$ cat src/rtl/ram_bus_arbiter.sv
// Front-panel arbiter for the shared 6502 bus: takes the bus while the CPU is halted and runs single-byte examine/deposit accesses.
// Optional RAM_ARB_BURST_EN: chain the next request from the last HOLD cycle, keeping the grant.
module ram_bus_arbiter #(
    parameter int TURN_CYC   = 4,
    parameter int SETUP_CYC  = 3,
    parameter int ACCESS_CYC = 6,
    parameter int HOLD_CYC   = 2
) (
    input  logic        clk,
    input  logic        rst_p,
    input  logic        cpu_stopped,
    input  logic        phi2_sync,
    input  logic        req_valid,
    output logic        req_ready,
    input  logic        req_write,
    input  logic [15:0] req_addr,
    input  logic [7:0]  req_wdata,
    output logic        rsp_valid,
    output logic [7:0]  rsp_rdata,
    output logic        bus_grant,
    output logic [15:0] bus_addr,
    output logic        bus_rw,
    output logic [7:0]  bus_wdata,
    output logic        bus_data_oe,
    input  logic [7:0]  bus_rdata,
    output logic        ram_cs,
    output logic        busy
);
    // A zero-length stage would never terminate the countdown, so clamp to 1.
    localparam int TURN_N   = (TURN_CYC   < 1) ? 1 : TURN_CYC;
    localparam int SETUP_N  = (SETUP_CYC  < 1) ? 1 : SETUP_CYC;
    localparam int ACCESS_N = (ACCESS_CYC < 1) ? 1 : ACCESS_CYC;
    localparam int HOLD_N   = (HOLD_CYC   < 1) ? 1 : HOLD_CYC;
    localparam int MAX_A    = (TURN_N > SETUP_N) ? TURN_N : SETUP_N;
    localparam int MAX_B    = (ACCESS_N > HOLD_N) ? ACCESS_N : HOLD_N;
    localparam int MAX_N    = (MAX_A > MAX_B) ? MAX_A : MAX_B;
    localparam int CNT_W    = (MAX_N < 2) ? 1 : $clog2(MAX_N);

    localparam logic [CNT_W-1:0] TURN_LD   = CNT_W'(TURN_N - 1);
    localparam logic [CNT_W-1:0] SETUP_LD  = CNT_W'(SETUP_N - 1);
    localparam logic [CNT_W-1:0] ACCESS_LD = CNT_W'(ACCESS_N - 1);
    localparam logic [CNT_W-1:0] HOLD_LD   = CNT_W'(HOLD_N - 1);

    typedef enum logic [2:0] {
        IDLE, WAIT_PH, TAKE, SETUP, ACCESS, HOLD, RELEASE
    } state_t;

    state_t           state;
    logic [CNT_W-1:0] cnt;
    logic [15:0]      addr_q;
    logic [7:0]       wdata_q;
    logic             write_q;
    logic             burst_ok;
    logic             accept;

`ifdef RAM_ARB_BURST_EN
    assign burst_ok = (state == HOLD) && (cnt == '0);
`else
    assign burst_ok = 1'b0;
`endif

    assign req_ready = ((state == IDLE) || burst_ok) && cpu_stopped && !rst_p;
    assign accept    = req_valid && req_ready;

    always_ff @(posedge clk) begin
        if (accept) begin
            addr_q  <= req_addr;
            wdata_q <= req_wdata;
            write_q <= req_write;
        end
    end

    // Bus outputs are registered from the current state, so every pin moves one edge after the state does
    // and ram_cs can never share an edge with an address/data/oe change.
    always_ff @(posedge clk) begin
        if (rst_p) begin
            state       <= IDLE;
            cnt         <= '0;
            bus_grant   <= 1'b0;
            bus_addr    <= '0;
            bus_wdata   <= '0;
            bus_rw      <= 1'b1;
            bus_data_oe <= 1'b0;
            ram_cs      <= 1'b0;
            rsp_valid   <= 1'b0;
            rsp_rdata   <= '0;
            busy        <= 1'b0;
        end else begin
            bus_grant   <= state inside {TAKE, SETUP, ACCESS, HOLD};
            bus_rw      <= (state inside {TAKE, SETUP, ACCESS, HOLD}) ? !write_q : 1'b1;
            bus_data_oe <= (state inside {SETUP, ACCESS, HOLD}) && write_q;
            ram_cs      <= (state == ACCESS);
            busy        <= (state != IDLE);
            rsp_valid   <= (state == HOLD) && (cnt == HOLD_LD);
            if (state inside {TAKE, SETUP}) begin
                bus_addr  <= addr_q;
                bus_wdata <= wdata_q;
            end
            // ram_cs is still high on this edge, so bus_rdata reflects the last ACCESS cycle.
            if ((state == HOLD) && (cnt == HOLD_LD) && !write_q) begin
                rsp_rdata <= bus_rdata;
            end

            case (state)
                IDLE: begin
                    if (accept) state <= WAIT_PH;
                end
                WAIT_PH: begin
                    if (!phi2_sync) begin
                        state <= TAKE;
                        cnt   <= TURN_LD;
                    end
                end
                TAKE: begin
                    if (cnt == '0) begin
                        state <= SETUP;
                        cnt   <= SETUP_LD;
                    end else begin
                        cnt <= cnt - 1'b1;
                    end
                end
                SETUP: begin
                    if (cnt == '0) begin
                        state <= ACCESS;
                        cnt   <= ACCESS_LD;
                    end else begin
                        cnt <= cnt - 1'b1;
                    end
                end
                ACCESS: begin
                    if (cnt == '0) begin
                        state <= HOLD;
                        cnt   <= HOLD_LD;
                    end else begin
                        cnt <= cnt - 1'b1;
                    end
                end
                HOLD: begin
                    if (cnt == '0) begin
                        if (accept) begin
                            state <= SETUP;
                            cnt   <= SETUP_LD;
                        end else begin
                            state <= RELEASE;
                            cnt   <= TURN_LD;
                        end
                    end else begin
                        cnt <= cnt - 1'b1;
                    end
                end
                RELEASE: begin
                    if (cnt == '0) begin
                        state <= IDLE;
                    end else begin
                        cnt <= cnt - 1'b1;
                    end
                end
                default: state <= IDLE;
            endcase
        end
    end
endmodule
$ cat config.mk
export PLATFORM = sky130hd
export DESIGN_NAME = ram_bus_arbiter
export DESIGN_NICKNAME = d
export VERILOG_FILES = /design/src/rtl/ram_bus_arbiter.sv
export SDC_FILE = /design/constraint.sdc
export NUM_CORES = 1
export LEC_CHECK = 0
export ABC_AREA = 0
export ABC_CLOCK_PERIOD_IN_PS = 4330
export CORE_ASPECT_RATIO = 2
export CORE_MARGIN = 3
export CORE_UTILIZATION = 40
export DETAILED_ROUTE_END_ITERATION = 7
export PLACE_DENSITY = 0.7
export SYNTH_ARGS = -nofsm -noshare
export SYNTH_HDL_FRONTEND = slang
export SYNTH_SLANG_ARGS = --single-unit
$ cat constraint.sdc
create_clock -name clk -period 4.33 [get_ports clk]
set_clock_uncertainty 0.05 [all_clocks]
set_input_delay 0.866 -clock clk [delete_from_list [all_inputs] [get_ports clk]]
set_output_delay 0.866 -clock clk [all_outputs]
set_load 0.005 [all_outputs]
# [After elaboration in Yosys (flattened, before gate mapping)]
# Index checks and enable logic that the tools add are counted.
[totals] regBits=69 wordCells=66
[classes] bitwise_logic=1 addsub=1 eq_ne=15 n_mux=17 reduce_logical=18
[ops] operator="$mux 3" count=14
[ops] operator="$pmux 3 s7" count=1
[ops] operator="$pmux 3 s6" count=1
[ops] operator="$eq 3x3->1 const B" count=3
[ops] operator="$ne 2x1->1 const B" count=4
[ops] operator="$ne 2x2->1 const B" count=4
[ops] operator="$reduce_and 7->1" count=1
[ops] operator="$eq 3x1->1 const B" count=2
[ops] operator="$eq 3x2->1 const B" count=2
[ops] operator="$logic_and 1x1->1" count=6
[ops] operator="$logic_not 3->1" count=2
[ops] operator="$reduce_bool 3->1" count=2
[ops] operator="$reduce_bool 6->1" count=1
[ops] operator="$reduce_bool 4->1" count=1
[ops] operator="$reduce_and 3->1" count=1
[ops] operator="$sub 3x1->3 const B" count=1
[ops] operator="$logic_not 1->1" count=2
[ops] operator="$reduce_bool 2->1" count=1
[ops] operator="$reduce_or 2->1" count=1
[ops] operator="$mux 1" count=1
[ops] operator="$not 1->1" count=1

# [Logic depth before layout (Yosys ltp)]
# Gate-level depths: netlist of the first run.
[logic_depth] word_depth=7 ltp_mapped=6

# [Least setup slack after synthesis of the first run]
# No wires, ideal clock.
[synth_timing] kind="input-to-reg" start="input rst_p" end="register addr_q[0] (enable)" stages=2 arrival_ps=3065 setup_ps=441 slack_ps=774 required_ps=3839 n_path_buf=0 cell_sequence="or3_4 -> nor3_1"
[synth_via] elab_chain_cells=3
[synth_lines] item="start, declared" line_no="10" source="input logic rst_p,"
[synth_lines] item="$logic_not 1->1" line_no="62" source="assign req_ready = ((state == IDLE) || burst_ok) && cpu_stopped && !rst_p;"
[synth_lines] item="$logic_and 1x1->1" line_no="62"
[synth_lines] item="$logic_and 1x1->1" line_no="63" source="assign accept = req_valid && req_ready;"
[synth_lines] item="net accept" line_no="54" source="logic accept;"
[synth_lines] item="end signal, assigned" line_no="67" source="addr_q <= req_addr;"
[synth_lines] item="end, declared" line_no="50" source="logic [15:0] addr_q;"
# The timed path passes the listed nets, and every way through them passes these cells.
# A chain may end at the register's enable or synchronous reset.

# [Worst setup path in the final report of the first run]
[layout_timing] start="input rst_p" end="output req_ready"
[layout_via] elab_chain_cells=2
[layout_lines] item="$logic_not 1->1" line_no="62"
[layout_lines] item="$logic_and 1x1->1" line_no="62"
[layout_lines] item="end, declared" line_no="14" source="output logic req_ready,"
# Every way passes these cells.

==> flow_metrics.py, run 1 <==
metrics = {
    "critical_path": {
        "cp_cell_sequence": "clkdlybuf4s50_1 -> or3_4 -> nor3b_1 -> clkdlybuf4s50_1",
        "critPathTopFamily": "buffers and inverters",
        "cp.arrival_ps": 2390,
        "worst-setup-path-type": "in2out",
        "path_common_cell": "clkdlybuf4s50_1",
        "path_buf_inv": 2,
        "start_kind": "primary input",
        "end_kind": "output pin",
        "slowest_delay_ps": 530,
        "worstPathRequired_ps": 3410,
        "cp_slowest_cell": "clkdlybuf4s50_1",
        "crit_fanout": 4,
    },
    "synthesis": {
        "syn_area_um2": 2530,
        "synthCells": 233,
        "syn-num-nets": 274,
        "synth_edf_count": 25,
        "avgSynthCellArea_um2": 10.9,
        "yosysSeqAreaShare": 0.644,
        "synth_cell_types": 39,
        "synthFlopType": "dfxtp_1",
        "ys_seq_elements": 69,
        "yosys_warnings": 0,
        "synthArstFlopShare": 0,
    },
    "power": {
        "p_sw_frac": 0.204,
        "combPwrFrac": 0.082,
        "power_frac_seq": 0.437,
        "p_per_area_nw_per_um2": 438,
        "switching_power_w": 0.000330,
        "pwr-share-clk": 0.481,
        "leakage_nw": 1.34,
        "peakVddDrop_mv": 0.222,
        "power.internal_w": 0.00129,
    },
    "final_layout": {
        "final.fill_count": 515,
        "nNetsFinal": 350,
        "area_delta_synth_final_pct": 45.6,
        "diodes": 0,
        "drive_gt1_frac": 0.0764,
        "instances_no_fill": 398,
    },
    "die": {
        "dieArea_um2": 7380,
        "io_pins": 77,
        "rows": 40,
        "initial_utilization": 0.418,
        "die_x_um": 62.3,
        "design.core.area_um2": 6060,
        "die_y_um": 119,
    },
    "cts": {
        "post_cts_buffers": 0,
        "clock_path_buffers": 2,
        "cts_tree": "done",
        "path_clk_slew_ps": 50,
        "cts_hold_buffers": 0,
        "cts.sinks": 69,
        "cts-buffers-inserted": 9,
        "cts-root-buf": "clkbuf_16",
        "htreeDepth": 3,
        "cts_resized": 0,
        "insertion_delay_ps": 320,
    },
    "routing": {
        "ant_nets": 0,
        "num_vias": 1897,
        "drc": 0,
        "viasPerCell": 4.77,
        "wire_per_inst_um": 14.0,
        "wirelength_mm": 5.58,
        "first_pass_iters": 4,
        "drt_iter0_markers": 101,
    },
    "timing": {
        "setup_viol": 0,
        "finalHoldViolCount": 0,
        "period_needed_ps": 3310,
        "relSlewSlack": 0.305,
        "max_clock_freq_ghz": 0.302,
        "slew_violations": 0,
        "timing.final.crit_share": 0.765,
        "rsz0062_at_grt": "no",
        "tns_ps": 0,
        "worst_pin_slew_ps": 1040,
    },
    "placed_design": {
        "dpl.hpwl_mm": 3.86,
        "portBuffers": 76,
        "place.gp.congestion": 0.864,
        "dp.cells": 382,
    },
    "global_route": {
        "grt_overflow": 0,
        "grt_max_degree": 40,
        "grt_pass1_wl_mm": 8.93,
        "grt_util_all_layers": 0.157,
        "grt_pass1_vias": 1797,
        "antenna_found_initial": 0,
    },
    "job": {
        "cap_violations": 0,
    },
    "worst_hold_path": {
        "min_path_type": "reg2reg",
    },
    "outcome": {
        "status": "finished clean",
    },
}
-- final timing paths --
kind,startpoint,endpoint,slack (ps),cells past startpoint
worst max-delay path,rst_p,req_ready,1020,4
worst min-delay path,bus_addr[7],bus_addr[7],400,2
worst max register to register,state[1],cnt[0],2130,4
worst min register to register,bus_addr[7],bus_addr[7],400,2
-- stage by stage --
stage | hold slack (ps) | instance area [µm²] | total power [W] | util | setup WS (ps)
finish | 401 | 3690 | 0.00162 | 0.609 | 1020
floorplan | 366 | 2530 | 0.000783 | - | 774
global placement | 391 | 3360 | 0.000848 | 0.555 | 1010
CTS | 403 | 3690 | 0.00163 | 0.609 | 1020
global route | 421 | 3690 | 0.00167 | 0.609 | 958
detailed placement | 396 | 3360 | 0.000851 | 0.555 | 1030
-- sequential cells by signal, indices dropped and copies added (netlist names) --
name         count
wdata_q          8
bus_grant        1
ram_cs           1
write_q          1
rsp_valid        1
bus_addr        16
bus_wdata        8
addr_q          16
cnt              3
bus_data_oe      1
rsp_rdata        8
bus_rw           1
busy             1
state            3
-- per-layer routing --
layer  share of wire  GRT usage
met1            0.38      0.170
met3           0.039     0.0494
met4           0.014     0.0609
met5               0          0
met2            0.56      0.280
-- power by group through the flow --
| stage | Sequential [W] | Combinational (W) | Clock (W) |
|---|---|---|---|
| 5_1_grt | 0.000709 | 0.000145 | 0.000819 |
| 3_3_place_gp | 0.000719 | 0.000129 | 0 |
| 2_1_floorplan | 0.000716 | 0.0000669 | 0 |
| 6_report | 0.000706 | 0.000132 | 0.000777 |
| 3_5_place_dp | 0.000720 | 0.000131 | 0 |
| 4_1_cts | 0.000706 | 0.000134 | 0.000788 |
-- synth_stat cells, types with 2 or more instances --
master / number / area [µm²]
nand2_1: 55 / 206
nor3_1: 4 / 20.0
clkbuf_1: 6 / 22.5
buf_2: 6 / 30.0
o21ai_0: 3 / 15.0
a21oi_1: 29 / 145
inv_1: 5 / 18.8
mux2i_1: 10 / 100
dfxtp_1: 44 / 881
edfxtp_1: 25 / 751
nor2_1: 12 / 45.0
a21o_1: 2 / 15.0
nor2b_1: 4 / 25.0
ha_1: 3 / 37.5
-- worst register-to-register path: stages, from the launching register on --
cell,delay [ps]
dfxtp_1,600
nor2b_2,930
a21o_1,280
o21ai_2,70
a311oi_2,180
-- placed cells by master, fill, tap and decap left out, types with 2 or more instances in the layout --
cell type / n
nor2b_1: 3
nor3_1: 3
clkdlybuf4s50_1: 76
buf_4: 2
edfxtp_1: 25
o21ai_0: 3
nand2_1: 55
nor2_1: 12
bufinv_16: 2
ha_1: 3
inv_1: 5
clkbuf_16: 9
a21o_1: 2
clkinvlp_4: 2
a21oi_1: 29
dfxtp_1: 44
mux2i_1: 10
-- cells by family (layout without fill, tap and decap cells) --
kind of cell / Yosys count / count (layout) / synth area share
simple gates: 87 / 87 / 0.153
flops: 69 / 69 / 0.644
compound gates: 46 / 46 / 0.118
buf+inv: 18 / 99 / 0.0311
mux: 10 / 10 / 0.0395
fa+ha+maj: 3 / 3 / 0.0148
-- final cells by class --
cell class / instances / area (µm²) / area share
clock inverters: 5 / 83.8 / 0.0227
clock buffers: 11 / 243 / 0.0658
inverters: 5 / 18.8 / 0.00509
repair buffers: 78 / 776 / 0.210
multi-input cells: 146 / 830 / 0.225
flip-flops and latches: 69 / 1630 / 0.442
well taps: 84 / 105 / 0.0285
(Power assumes the default switching activity.)
==> run 2, diff against run 1 <==
--- a/config.mk
+++ b/config.mk
@@ -6,12 +6,12 @@
 export NUM_CORES = 1
 export LEC_CHECK = 0
 export ABC_AREA = 0
-export ABC_CLOCK_PERIOD_IN_PS = 4330
+export ABC_CLOCK_PERIOD_IN_PS = 2810
 export CORE_ASPECT_RATIO = 2
 export CORE_MARGIN = 3
 export CORE_UTILIZATION = 40
 export DETAILED_ROUTE_END_ITERATION = 7
-export PLACE_DENSITY = 0.7
+export PLACE_DENSITY = 0.73
 export SYNTH_ARGS = -nofsm -noshare
 export SYNTH_HDL_FRONTEND = slang
 export SYNTH_SLANG_ARGS = --single-unit
==> constraint.sdc (replaced) <==
create_clock -name clk -period 2.81 [get_ports clk]
set_clock_uncertainty 0.05 [all_clocks]
set_input_delay 0.562 -clock clk [delete_from_list [all_inputs] [get_ports clk]]
set_output_delay 0.562 -clock clk [all_outputs]
set_load 0.005 [all_outputs]
==> flow_metrics.py, run 2 (synthesized netlist as in run 1, its figures left out) <==
metrics = {
    "placed_design": {
        "place.gp.congestion": 0.850,
        "portBuffers": 76,
        "place_area_um2": 3400,
        "dpl.hpwl_mm": 3.91,
    },
    "global_route": {
        "grt_util_all_layers": 0.166,
        "grt_overflow": 0,
        "antenna_found_initial": 0,
        "grt_max_degree": 40,
        "grt_pass1_wl_mm": 9.42,
        "grt_pass1_vias": 2001,
    },
    "routing": {
        "first_pass_iters": 4,
        "drt_iter0_markers": 76,
        "drc": 0,
        "wl_met1_mm": 2.05,
        "num_vias": 1912,
        "routed-wl-met3_um": 229,
        "dr_wl_met2_mm": 3.06,
        "wire_per_inst_um": 13.8,
        "ant_nets": 0,
        "wirelength_mm": 5.55,
        "viasPerCell": 4.74,
        "top_layer": "met4",
    },
    "die": {
        "io_pins": 77,
        "dieArea_um2": 7380,
        "die_y_um": 119,
        "rows": 40,
        "die_x_um": 62.3,
        "design.core.area_um2": 6060,
        "initial_utilization": 0.418,
    },
    "critical_path": {
        "path_buf_inv": 2,
        "crit_fanout": 2,
        "cp_slowest_cell": "clkdlybuf4s50_1",
        "r2r-start": "state[2]",
        "worst-setup-path-type": "in2out",
        "cp.arrival_ps": 2040,
        "r2r_cells": 4,
        "r2r-end": "rsp_rdata[2]",
        "reg2reg_slack_ps": 970,
        "slowest_delay_ps": 530,
        "path_common_cell": "clkdlybuf4s50_1",
        "cp_cell_sequence": "clkdlybuf4s50_1 -> or3_4 -> nor3b_1 -> clkdlybuf4s50_1",
        "critPathTopFamily": "buffers and inverters",
        "end_kind": "output pin",
        "start_kind": "primary input",
        "worstPathRequired_ps": 2200,
    },
    "worst_hold_path": {
        "min_from": "bus_addr[4]",
        "hold_path_depth": 2,
        "min_to": "bus_addr[4]",
        "min_path_type": "reg2reg",
    },
    "final_layout": {
        "reg_top3": "addr_q: 16 flops, bus_addr: 16 flops",
        "area_delta_synth_final_pct": 47.4,
        "diodes": 0,
        "design_area_um2": 3730,
        "nNetsFinal": 355,
        "final.fill_count": 511,
        "regArea_um2": 1630,
        "drive_gt1_frac": 0.0940,
        "mostFrequentLayoutCells": "clkdlybuf4s50_1, nand2_1, dfxtp_1",
        "final_common_cell": "clkdlybuf4s50_1",
        "multi_input_area_um2": 836,
    },
    "timing": {
        "period_needed_ps": 2650,
        "finalHoldViolCount": 0,
        "worst_pin_slew_ps": 815,
        "max_clock_freq_ghz": 0.377,
        "rsz0062_at_grt": "no",
        "slew_violations": 0,
        "timing.final.crit_share": 0.944,
        "relSlewSlack": 0.455,
        "tns_ps": 0,
        "setup_viol": 0,
    },
    "cts": {
        "insertion_delay_ps": 330,
        "cts.sinks": 69,
        "cts_resized": 0,
        "htreeDepth": 3,
        "cts-buffers-inserted": 9,
        "post_cts_buffers": 0,
        "cts-root-buf": "clkbuf_16",
        "cts_tree": "done",
        "cts_hold_buffers": 0,
        "clock_path_buffers": 2,
        "path_clk_slew_ps": 50,
    },
    "outcome": {
        "status": "finished clean",
    },
    "power": {
        "leakage_nw": 1.38,
        "peakVddDrop_mv": 0.412,
        "p_per_area_nw_per_um2": 666,
    },
    "job": {
        "cap_violations": 0,
    },
}
run 2: worst max path at each step:
stage               slack (ps)         to  cells after the start  startpoint
floorplan                  350  addr_q[0]                      2       rst_p
global placement           150  req_ready                      4       rst_p
detailed placement         160  req_ready                      4       rst_p
CTS                        140  req_ready                      4       rst_p
global route                60  req_ready                      4       rst_p
finish                     160  req_ready                      4       rst_p
run 2: tightest hold or removal path, stage by stage, from the launching register on:
cell and delay [ps]:
dfxtp_1 300, nand2_1 50, a21oi_1 50
run 2: through the flow:
step	hold WS [ps]	instances	util	power, W	setup WS, ps
final	400	403	0.617	0.00249	158
after global routing	427	403	0.617	0.00258	58.2
after CTS	404	403	0.617	0.00252	136
after detailed placement	397	387	0.562	0.00132	155
after global placement	391	387	0.562	0.00132	146
after floorplan	366	233	-	0.00121	353
run 2: final cells by class:
cell class                      count  share of cell area
Multi-Input combinational cell    146               0.224
Tap cell                           84              0.0282
Clock buffer                       11              0.0737
Timing Repair Buffer               83               0.218
Clock inverter                      5              0.0144
Sequential cell                    69               0.437
Inverter                            5             0.00503
run 2: per-layer routing:
metal,up-vias,global-route usage
met5,-,0
met4,0,0.102
met3,15,0.0475
met2,54,0.294
met1,876,0.169
li1,967,-
run 2: report_power, final:
part | total (W) | switching (W) | internal [W]
sequential | 0.00108 | 0.0000130 | 0.00107
clock | 0.00119 | 0.000399 | 0.000790
combinational | 0.000215 | 0.000100 | 0.000115
total | 0.00249 | 0.000512 | 0.00197
==> run 3, diff against run 2 <==
--- a/config.mk
+++ b/config.mk
@@ -12,6 +12,7 @@
 export CORE_UTILIZATION = 40
 export DETAILED_ROUTE_END_ITERATION = 7
 export PLACE_DENSITY = 0.73
+export RECOVER_POWER = 50
 export SYNTH_ARGS = -nofsm -noshare
 export SYNTH_HDL_FRONTEND = slang
 export SYNTH_SLANG_ARGS = --single-unit
==> flow_metrics.py, run 3 (synthesized netlist as in run 1, its figures left out) <==
metrics = {
    "routing": {
        "drt_iter0_markers": 73,
        "wirelength_mm": 5.54,
        "ant_nets": 0,
        "wire_per_inst_um": 13.7,
        "num_vias": 1906,
        "viasPerCell": 4.72,
        "drc": 0,
        "first_pass_iters": 4,
    },
    "cts": {
        "cts-root-buf": "clkbuf_16",
        "post_cts_buffers": 0,
        "cts-buffers-inserted": 9,
        "cts_hold_buffers": 0,
        "htreeDepth": 3,
        "path_clk_slew_ps": 50,
        "cts_resized": 0,
        "clock_path_buffers": 2,
        "cts_tree": "done",
        "cts.sinks": 69,
        "insertion_delay_ps": 320,
    },
    "power": {
        "peakVddDrop_mv": 0.412,
        "p_per_area_nw_per_um2": 663,
        "switching_power_w": 0.000511,
        "pwr-share-clk": 0.480,
        "power_frac_seq": 0.437,
        "combPwrFrac": 0.082,
        "leakage_nw": 1.49,
        "p_sw_frac": 0.206,
        "power.internal_w": 0.00196,
    },
    "die": {
        "initial_utilization": 0.418,
        "io_pins": 77,
        "die_x_um": 62.3,
        "die_y_um": 119,
        "dieArea_um2": 7380,
        "rows": 40,
        "design.core.area_um2": 6060,
    },
    "final_layout": {
        "reg_top3": "addr_q: 16 flops, bus_addr: 16 flops",
        "nNetsFinal": 355,
        "utilization": 0.617,
        "drive_gt1_frac": 0.0940,
        "area_delta_synth_final_pct": 47.4,
        "final_common_cell": "dlygate4sd3_1",
        "mostFrequentLayoutCells": "dlygate4sd3_1, nand2_1, dfxtp_1",
    },
    "worst_hold_path": {
        "hold_path_depth": 2,
        "min_path_type": "reg2reg",
    },
    "timing": {
        "max_clock_freq_ghz": 0.378,
        "rsz0062_at_grt": "no",
        "tns_ps": 0,
        "setup_viol": 0,
        "holdWs_ps": 397,
        "finalHoldViolCount": 0,
        "worst_pin_slew_ps": 852,
        "period_needed_ps": 2650,
        "slew_violations": 0,
        "relSlewSlack": 0.432,
        "timing.final.crit_share": 0.942,
    },
    "global_route": {
        "grt_overflow": 0,
        "antenna_found_initial": 1,
        "grt_pass1_vias": 2001,
        "grt_pass1_wl_mm": 9.42,
        "grt_util_all_layers": 0.166,
        "grt_max_degree": 40,
    },
    "placed_design": {
        "dpl.hpwl_mm": 3.91,
        "portBuffers": 76,
        "place.gp.congestion": 0.850,
    },
    "critical_path": {
        "cp_slowest_cell": "clkdlybuf4s50_1",
        "worst-setup-path-type": "in2out",
        "slowest_delay_ps": 530,
        "cp.arrival_ps": 2040,
        "crit_fanout": 2,
        "r2r_cells": 4,
        "worstPathRequired_ps": 2200,
        "path_common_cell": "clkdlybuf4s50_1",
        "cp_cell_sequence": "clkdlybuf4s50_1 -> or3_4 -> nor3b_1 -> clkdlybuf4s50_1",
        "path_buf_inv": 2,
        "reg2reg_slack_ps": 980,
        "cp_num_cells": 4,
        "critPathTopFamily": "buffers and inverters",
        "end_kind": "output pin",
        "start_kind": "primary input",
    },
    "job": {
        "cap_violations": 0,
    },
    "outcome": {
        "status": "finished clean",
    },
}
## run 3: cell types whose count changed in the layout (fill, tap and decap cells not counted)
cell and delta:
buf_4 -1, clkbuf_2 +1, clkdlybuf4s50_1 -57, diode_2 +1
dlygate4sd3_1 +57
## run 3: worst paths after layout
kind / start / to
max: rst_p / req_ready
max reg2reg: state[2] / rsp_rdata[2]
min reg2reg: bus_addr[4] / bus_addr[4]
min: bus_addr[4] / bus_addr[4]
## run 3: worst min-delay path, delay by kind of cell (launching register included)
kind,cells,cell delay [ps]
flops,1,300
simple gates,1,50
compound gates,1,50
## run 3: power by group through the flow
stage | combinational, W | clock, W | sequential [W]
2_1_floorplan | 0.000104 | 0 | 0.00110
3_3_place_gp | 0.000215 | 0 | 0.00110
3_5_place_dp | 0.000216 | 0 | 0.00110
4_1_cts | 0.000217 | 0.00122 | 0.00108
5_1_grt | 0.000227 | 0.00126 | 0.00109
6_report | 0.000204 | 0.00119 | 0.00108
## run 3: cell type report
type	count	area (µm²)
antenna	1	2.50
clock buffer	11	275
clock inverter	5	53.8
fill	512	2320
inverter	5	18.8
multi-input combinational	146	836
sequential	69	1630
tap	84	105
timing repair buffer	83	811
## run 3: through the flow
| stage | worst slack [ps] | area, µm² | std cells | total power [W] |
|---|---|---|---|---|
| final | 162 | 3730 | 404 | 0.00247 |
| after global routing | 60.4 | 3730 | 404 | 0.00257 |
| after CTS | 136 | 3730 | 403 | 0.00252 |
| after detailed placement | 155 | 3400 | 387 | 0.00132 |
| after global placement | 146 | 3400 | 387 | 0.00132 |
| after floorplan | 353 | 2540 | 233 | 0.00121 |
## run 3: per-layer routing
metal  global-route usage  wire, µm
met1                0.169      2080
met2                0.294      3090
met3               0.0475       205
met4                0.102       162
met5                    0         0
